**src/rtl/uart_rx_fifo.sv**
```systemverilog
// uart_rx_fifo: UART receiver (16x oversampled, majority-voted bits) feeding a
// small synchronous receive FIFO.
//
// Ports:
//   clk            - single clock, rising edge
//   reset          - synchronous, active-low reset
//   serial         - asynchronous serial line, idle high
//   data           - byte at FIFO head
//   valid          - FIFO non-empty
//   ready          - consumer pop strobe (pop when valid && ready)
//   level          - FIFO occupancy, 0..FIFO_DEPTH
//   overflow       - sticky, a received byte was dropped on a full FIFO
//   overflow_clear - clears overflow
//   frame_error    - one-cycle pulse on a bad stop bit
//   parity_error   - one-cycle pulse on bad even parity (UART_RX_PARITY_EN only)
//
// Build option: define UART_RX_PARITY_EN for 8E1 framing; default is 8N1.
module uart_rx_fifo #(
    parameter int DIVISOR    = 32,
    parameter int FIFO_DEPTH = 16
) (
    input  logic                          clk,
    input  logic                          reset,
    input  logic                          serial,
    output logic [7:0]                    data,
    output logic                          valid,
    input  logic                          ready,
    output logic [$clog2(FIFO_DEPTH):0]   level,
    output logic                          overflow,
    input  logic                          overflow_clear,
`ifdef UART_RX_PARITY_EN
    output logic                          parity_error,
`endif
    output logic                          frame_error
);

    localparam int AW    = $clog2(FIFO_DEPTH);
    localparam int DIV16 = DIVISOR / 16;
    localparam int DCW   = (DIV16 > 1) ? $clog2(DIV16) : 1;
    localparam logic [AW:0]    DEPTH_L = FIFO_DEPTH[AW:0];
    localparam logic [DCW-1:0] DIV_MAX = DCW'(DIV16 - 1);

    typedef enum logic [2:0] {
        ST_IDLE   = 3'd0,
        ST_START  = 3'd1,
        ST_DATA   = 3'd2,
`ifdef UART_RX_PARITY_EN
        ST_PARITY = 3'd3,
`endif
        ST_STOP   = 3'd4,
        ST_BRK    = 3'd5
    } state_t;

    function automatic logic majority3(input logic a, input logic b, input logic c);
        return (a & b) | (a & c) | (b & c);
    endfunction

`ifdef UART_RX_PARITY_EN
    // Even parity: total count of ones over data and parity bit must be even.
    function automatic logic even_parity_bad(input logic [7:0] b, input logic p);
        return ^{b, p};
    endfunction
`endif

    logic           sync1_r, sync2_r, prev_r;
    logic [DCW-1:0] div_cnt_r;
    state_t         state_r;
    logic [3:0]     os_cnt_r;
    logic [2:0]     bit_cnt_r;
    logic [1:0]     vote_r;
    logic [7:0]     shift_r;
    logic           push_r;
    logic [7:0]     push_data_r;
    logic           frame_error_r;
`ifdef UART_RX_PARITY_EN
    logic           par_bad_r;
    logic           parity_error_r;
`endif

    logic [7:0]     mem_r [FIFO_DEPTH];
    logic [AW-1:0]  wr_ptr_r, rd_ptr_r;
    logic [AW:0]    count_r, count_nxt_s;
    logic           valid_r, overflow_r;

    logic start_det_s, tick_s, vote_s, mid_s, end_s;
    logic pop_s, full_s, accept_s, drop_s;

    // Sampling points: a bit is judged at oversample tick 9 using ticks 7, 8, 9.
    always_comb begin
        start_det_s = (state_r == ST_IDLE) && prev_r && !sync2_r;
        tick_s      = (div_cnt_r == DIV_MAX);
        vote_s      = majority3(vote_r[0], vote_r[1], sync2_r);
        mid_s       = tick_s && (os_cnt_r == 4'd9);
        end_s       = tick_s && (os_cnt_r == 4'd15);
    end

    // Two-flop synchronizer plus a history flop for falling-edge detection.
    always_ff @(posedge clk) begin
        if (!reset) begin
            sync1_r <= 1'b1;
            sync2_r <= 1'b1;
            prev_r  <= 1'b1;
        end else begin
            sync1_r <= serial;
            sync2_r <= sync1_r;
            prev_r  <= sync2_r;
        end
    end

    // Free-running oversample divider, realigned on every start-bit edge.
    always_ff @(posedge clk) begin
        if (!reset) begin
            div_cnt_r <= '0;
        end else if (start_det_s || tick_s) begin
            div_cnt_r <= '0;
        end else begin
            div_cnt_r <= div_cnt_r + {{(DCW-1){1'b0}}, 1'b1};
        end
    end

    // Receive FSM: bit timing, majority voting, byte assembly and error pulses.
    always_ff @(posedge clk) begin
        if (!reset) begin
            state_r       <= ST_IDLE;
            os_cnt_r      <= 4'd0;
            bit_cnt_r     <= 3'd0;
            vote_r        <= 2'b00;
            shift_r       <= 8'd0;
            push_r        <= 1'b0;
            push_data_r   <= 8'd0;
            frame_error_r <= 1'b0;
`ifdef UART_RX_PARITY_EN
            par_bad_r      <= 1'b0;
            parity_error_r <= 1'b0;
`endif
        end else begin
            push_r        <= 1'b0;
            frame_error_r <= 1'b0;
`ifdef UART_RX_PARITY_EN
            parity_error_r <= 1'b0;
`endif
            if (tick_s && (state_r != ST_IDLE)) begin
                os_cnt_r <= os_cnt_r + 4'd1;
            end
            if (tick_s && (os_cnt_r == 4'd7)) begin
                vote_r[0] <= sync2_r;
            end
            if (tick_s && (os_cnt_r == 4'd8)) begin
                vote_r[1] <= sync2_r;
            end
            case (state_r)
                ST_IDLE: begin
                    if (start_det_s) begin
                        state_r   <= ST_START;
                        os_cnt_r  <= 4'd0;
                        bit_cnt_r <= 3'd0;
`ifdef UART_RX_PARITY_EN
                        par_bad_r <= 1'b0;
`endif
                    end
                end
                ST_START: begin
                    // A start bit that reads high at mid-bit was a glitch.
                    if (mid_s && vote_s) begin
                        state_r <= ST_IDLE;
                    end else if (end_s) begin
                        state_r <= ST_DATA;
                    end
                end
                ST_DATA: begin
                    if (mid_s) begin
                        shift_r <= {vote_s, shift_r[7:1]};
                    end
                    if (end_s) begin
                        bit_cnt_r <= bit_cnt_r + 3'd1;
                        if (bit_cnt_r == 3'd7) begin
`ifdef UART_RX_PARITY_EN
                            state_r <= ST_PARITY;
`else
                            state_r <= ST_STOP;
`endif
                        end
                    end
                end
`ifdef UART_RX_PARITY_EN
                ST_PARITY: begin
                    if (mid_s) begin
                        par_bad_r      <= even_parity_bad(shift_r, vote_s);
                        parity_error_r <= even_parity_bad(shift_r, vote_s);
                    end
                    if (end_s) begin
                        state_r <= ST_STOP;
                    end
                end
`endif
                ST_STOP: begin
                    // Leave at mid stop bit so a following start edge is not missed.
                    if (mid_s) begin
                        if (vote_s) begin
`ifdef UART_RX_PARITY_EN
                            push_r <= !par_bad_r;
`else
                            push_r <= 1'b1;
`endif
                            push_data_r <= shift_r;
                            state_r     <= ST_IDLE;
                        end else begin
                            frame_error_r <= 1'b1;
                            state_r       <= ST_BRK;
                        end
                    end
                end
                ST_BRK: begin
                    if (sync2_r) begin
                        state_r <= ST_IDLE;
                    end
                end
                default: begin
                    state_r <= ST_IDLE;
                end
            endcase
        end
    end

    // FIFO control: a pop frees a slot in the same cycle, so full+pop accepts.
    always_comb begin
        pop_s       = valid_r && ready;
        full_s      = (count_r == DEPTH_L);
        accept_s    = push_r && (!full_s || pop_s);
        drop_s      = push_r && full_s && !pop_s;
        count_nxt_s = count_r;
        case ({accept_s, pop_s})
            2'b10:   count_nxt_s = count_r + {{AW{1'b0}}, 1'b1};
            2'b01:   count_nxt_s = count_r - {{AW{1'b0}}, 1'b1};
            default: count_nxt_s = count_r;
        endcase
    end

    // FIFO pointers, occupancy, valid flag and sticky overflow.
    always_ff @(posedge clk) begin
        if (!reset) begin
            wr_ptr_r   <= '0;
            rd_ptr_r   <= '0;
            count_r    <= '0;
            valid_r    <= 1'b0;
            overflow_r <= 1'b0;
        end else begin
            if (accept_s) begin
                wr_ptr_r <= wr_ptr_r + {{(AW-1){1'b0}}, 1'b1};
            end
            if (pop_s) begin
                rd_ptr_r <= rd_ptr_r + {{(AW-1){1'b0}}, 1'b1};
            end
            count_r <= count_nxt_s;
            valid_r <= (count_nxt_s != '0);
            // A drop in the same cycle as a clear wins.
            if (drop_s) begin
                overflow_r <= 1'b1;
            end else if (overflow_clear) begin
                overflow_r <= 1'b0;
            end
        end
    end

    // FIFO storage write port.
    always_ff @(posedge clk) begin
        if (accept_s) begin
            mem_r[wr_ptr_r] <= push_data_r;
        end
    end

    assign data        = mem_r[rd_ptr_r];
    assign valid       = valid_r;
    assign level       = count_r;
    assign overflow    = overflow_r;
    assign frame_error = frame_error_r;
`ifdef UART_RX_PARITY_EN
    assign parity_error = parity_error_r;
`endif

endmodule

```
**config.mk**
```make
export PLATFORM = sky130hd
export DESIGN_NAME = uart_rx_fifo
export DESIGN_NICKNAME = d
export VERILOG_FILES = /design/src/rtl/uart_rx_fifo.sv
export SDC_FILE = /design/constraint.sdc
export NUM_CORES = 1
export LEC_CHECK = 0
export CAP_MARGIN = 20
export CORE_ASPECT_RATIO = 2
export CORE_MARGIN = 2
export CORE_UTILIZATION = 55
export CTS_CLUSTER_DIAMETER = 50
export DETAILED_ROUTE_END_ITERATION = 8
export PLACE_DENSITY = 0.87
export SETUP_SLACK_MARGIN = 0.3
export SYNTH_ARGS = -nofsm -noshare
export SYNTH_HDL_FRONTEND = slang
export SYNTH_SLANG_ARGS = --single-unit
export TNS_END_PERCENT = 50
```
**constraint.sdc**
```tcl
create_clock -name clk -period 2.1 [get_ports clk]
set_input_delay 0.315 -clock clk [delete_from_list [all_inputs] [get_ports clk]]
set_output_delay 0.315 -clock clk [all_outputs]
set_load 0.05 [all_outputs]
```
==> impl_results.html <==
<table>
<tr><th>Metric</th><th>Value</th></tr>
<tr><th colspan="2">Route</th></tr>
<tr><td>Drt drc</td><td>0</td></tr>
<tr><td>Drt wl/cell</td><td>23.3 um</td></tr>
<tr><td>Via count normalized by instance count</td><td>6.22</td></tr>
<tr><td>Number of nets still failing antenna checks after routing</td><td>0</td></tr>
<tr><td>Via count</td><td>4278</td></tr>
<tr><td>1st-pass router iterations</td><td>5</td></tr>
<tr><td>Detailed Route WL</td><td>16000 um</td></tr>
<tr><td>Iteration-0 DRC Markers</td><td>331</td></tr>
<tr><th colspan="2">Power</th></tr>
<tr><td>Max rail drop VDD</td><td>737 uV</td></tr>
<tr><td>Static Leakage</td><td>3.09 nW</td></tr>
<tr><td>Pwr per Cell Area</td><td>939 nW/um^2</td></tr>
<tr><td>Total power</td><td>8.41 mW</td></tr>
<tr><th colspan="2">Yosys</th></tr>
<tr><td>Most frequently used flop master after synthesis</td><td>edfxtp_1</td></tr>
<tr><td>Net count after synthesis</td><td>465</td></tr>
<tr><td>Cell area after synthesis</td><td>7260 um^2</td></tr>
<tr><td>Share of synthesized area occupied by flip-flops and latches</td><td>67.6%</td></tr>
<tr><td>Number of enable-type register cells in the synthesized netlist</td><td>128</td></tr>
<tr><td>Number of register bits inferred by synthesis</td><td>181</td></tr>
<tr><td>Number of cells produced by synthesis</td><td>449</td></tr>
<tr><td>Number of warnings reported in the yosys synthesis log</td><td>0</td></tr>
<tr><td>Number of distinct library cells after synthesis</td><td>46</td></tr>
<tr><td>Mean Syn Cell Area</td><td>16.2 um^2</td></tr>
<tr><td>Fraction of registers with async set or reset after synthesis</td><td>0%</td></tr>
<tr><th colspan="2">Critical path</th></tr>
<tr><td>CP Capture Type</td><td>primary output</td></tr>
<tr><td>CP Max Fanout</td><td>6</td></tr>
<tr><td>Cell with the biggest individual delay on the critical path</td><td>mux4_1</td></tr>
<tr><td>Number of cells traversed by the worst register-to-register path</td><td>5</td></tr>
<tr><td>Critical Path Max Stage Delay</td><td>570 ps</td></tr>
<tr><td>Critical path type</td><td>reg -&gt; out</td></tr>
<tr><td>Worst Path Arrival</td><td>2250 ps</td></tr>
<tr><td>Data required, critical path</td><td>1780 ps</td></tr>
<tr><td>Launching element type of the critical path</td><td>flip-flop</td></tr>
<tr><td>Critical path, cell by cell</td><td>buf_8 &gt; mux4_1 &gt; mux4_2 &gt; buf_6</td></tr>
<tr><th colspan="2">Place</th></tr>
<tr><td>Number of cells after detailed placement</td><td>641</td></tr>
<tr><td>Routability congestion estimate</td><td>0.861</td></tr>
<tr><td>I/O Buffers</td><td>20</td></tr>
<tr><td>HPWL reported at the end of detailed placement</td><td>10100 um</td></tr>
<tr><th colspan="2">STA</th></tr>
<tr><td>Fraction of the cycle the final worst path needs</td><td>122%</td></tr>
<tr><td>FMAX</td><td>0.390 GHz</td></tr>
<tr><td>Final hold violation count</td><td>0</td></tr>
<tr><td>Max-slew violation count</td><td>0</td></tr>
<tr><td>Minimum setup slack in the final design</td><td>-466 ps</td></tr>
<tr><td>Clock Skew</td><td>13.0 ps</td></tr>
<tr><td>Transition at the pin with the smallest max-transition slack</td><td>769 ps</td></tr>
<tr><td>Time the worst path needs with I/O delays and setup</td><td>2570 ps</td></tr>
<tr><td>Final setup fails</td><td>8</td></tr>
<tr><td>RSZ-0062 raised after global routing</td><td>yes</td></tr>
<tr><td>Headroom to the max-slew limit</td><td>48.6%</td></tr>
<tr><th colspan="2">Clock tree</th></tr>
<tr><td>Clock root buffer master</td><td>clkbuf_16</td></tr>
<tr><td>Maximum level of the CTS H-tree</td><td>4</td></tr>
<tr><td>Clk pin slew, worst setup/hold paths</td><td>70 ps</td></tr>
<tr><td>Clock Latency Late Sink</td><td>440 ps</td></tr>
<tr><td>Number of buffers on the longest clock path</td><td>2</td></tr>
<tr><td>Number of buffers inserted during clock tree synthesis</td><td>17</td></tr>
<tr><td>Clock tree from TritonCTS</td><td>done</td></tr>
<tr><td>Number of sinks handled by clock tree synthesis</td><td>181</td></tr>
<tr><th colspan="2">Cells and area</th></tr>
<tr><td>Area growth from synthesis to layout</td><td>23.4%</td></tr>
<tr><td>Commonest cells after routing, fill and taps aside</td><td>edfxtp_1 (128), dfxtp_1 (43), mux4_2 (38)</td></tr>
<tr><td>Most frequent standard cell in the layout excluding fill and tap cells</td><td>edfxtp_1</td></tr>
<tr><td>Share of the core filled with cells in the final layout</td><td>69.3%</td></tr>
<tr><td>Fraction of final layout cells sized beyond drive strength 1</td><td>34.9%</td></tr>
<tr><td>Fin nets</td><td>539</td></tr>
<tr><td>Total inserted antenna cells</td><td>0</td></tr>
<tr><td>Post-route non-filler standard cell count</td><td>688</td></tr>
<tr><th colspan="2">Die</th></tr>
<tr><td>Starting utilization of the core area</td><td>56.2%</td></tr>
<tr><td>Total die area</td><td>14200 um^2</td></tr>
<tr><td>I/O pin count</td><td>21</td></tr>
<tr><td>Site row count</td><td>59</td></tr>
<tr><td>Horizontal die dimension</td><td>85.2 um</td></tr>
<tr><td>Height of the die</td><td>166 um</td></tr>
<tr><td>Core footprint</td><td>12900 um^2</td></tr>
<tr><th colspan="2">Status</th></tr>
<tr><td>Run status</td><td>complete, but fails checks</td></tr>
<tr><td>Violated checks</td><td>negative setup slack</td></tr>
<tr><th colspan="2">Global route</th></tr>
<tr><td>Maximum number of pins on one net before global-route repair</td><td>39</td></tr>
<tr><td>Number of antenna violations at the first check in global routing</td><td>0</td></tr>
<tr><td>Vias in the first global route</td><td>4415</td></tr>
<tr><td>First-pass GRT wire length</td><td>23900 um</td></tr>
<tr><td>Tot GR Track Use</td><td>23.1%</td></tr>
<tr><td>Grt ovf</td><td>0</td></tr>
<tr><th colspan="2">Min path</th></tr>
<tr><td>Class of the tightest hold or removal check</td><td>reg -&gt; reg</td></tr>
<tr><td>WHS Path Cells</td><td>1</td></tr>
<tr><th colspan="2">Job</th></tr>
<tr><td>Number of max-cap violations</td><td>0</td></tr>
</table>
-- per-layer routing --
| layer | up-vias | GRT usage [%] | wire (um) |
|---|---|---|---|
| met5 | - | 0 | 0 |
| met4 | 0 | 12.3 | 818 |
| met3 | 57 | 4.66 | 601 |
| met2 | 161 | 43.3 | 9320 |
| met1 | 2179 | 22.9 | 5290 |
| li1 | 1881 | - | - |
-- cells in the mapped netlist, types with 2 or more instances --
| library cell | instances | area share (%) |
|---|---|---|
| mux2_2 | 2 | 0.31 |
| nand3_1 | 9 | 0.62 |
| dfxtp_1 | 53 | 15 |
| a21oi_1 | 15 | 1.0 |
| mux2i_1 | 13 | 1.8 |
| xor2_1 | 5 | 0.60 |
| xnor2_1 | 6 | 0.72 |
| or3_1 | 3 | 0.26 |
| nor3_1 | 8 | 0.55 |
| mux4_1 | 24 | 8.7 |
| nand4b_1 | 2 | 0.24 |
| nand4_1 | 2 | 0.17 |
| o21ai_0 | 14 | 0.97 |
| ha_1 | 11 | 1.9 |
| clkbuf_1 | 7 | 0.36 |
| edfxtp_1 | 128 | 53 |
| inv_1 | 8 | 0.41 |
| o21ai_1 | 2 | 0.14 |
| buf_1 | 6 | 0.31 |
| nand3b_1 | 2 | 0.21 |
| nand2_1 | 25 | 1.3 |
| nor2_1 | 51 | 2.6 |
| nor2b_1 | 4 | 0.34 |
| nor3b_1 | 2 | 0.21 |
| nand2b_1 | 9 | 0.78 |
| mux4_2 | 16 | 5.0 |
| buf_8 | 2 | 0.41 |
| and3_1 | 2 | 0.17 |
-- where the power goes --
part	switching, mW	internal, mW	leakage (nW)
registers	0.111	3.84	1.62
logic	0.669	0.608	1.17
clock network	1.47	1.71	0.297
-- logic make-up after synthesis --
logic type,synth area share (%)
mux,15.8
buf+inv,2.00
simple gates,8.05
xor+xnor,1.33
compound gates,3.26
flops,67.6
fa+ha+maj,2.03
-- what timing repair did --
action,CTS,global route
pin swaps,0,16
endpoints found under the setup margin,75,46
resized for setup,31,46
hold buffers,0,0
setup buffers,1,11
gates cloned,1,2
-- registers in the layout, summed over array words and instances (netlist names), 2 cells and up, named ones only --
register	cells
rd_ptr_r	4
level	5
vote_r	2
shift_r	8
mem_r	128
state_r	3
wr_ptr_r	4
os_cnt_r	4
push_data_r	8
bit_cnt_r	3
-- critical path: cells and delay by family (launching register included) --
kind     cells  cell delay, ps
mux          2            1040
flops        1             440
buf+inv      2             330
-- cell type report --
type | count | area (um^2)
multi-input combinational | 243 | 2430
sequential | 181 | 4940
fill | 747 | 3960
clock buffer | 17 | 425
tap | 152 | 190
inverter | 8 | 30.0
timing repair buffer | 72 | 767
clock inverter | 15 | 178
-- stage by stage --
stage               cell area [um^2]  setup TNS (ps)  worst slack [ps]  hold WS [ps]
finish                          8960           -3590              -466           413
global route                    8960           -4000              -513           420
CTS                             8650           -3550              -470           409
detailed placement              7950          -11780              -179           401
global placement                7950           -9810              -146           388
floorplan                       7290               0              97.4           386
-- path summary, 6_finish.rpt --
check                  from           end  slack (ps)
hold reg to reg     sync1_r       sync2_r         410
setup / recovery  flip-flop       data[5]        -470
hold / removal      sync1_r       sync2_r         410
setup reg to reg   level[1]  mem_r[13][1]         200
No activity file was read; power rests on OpenSTA's default activity.
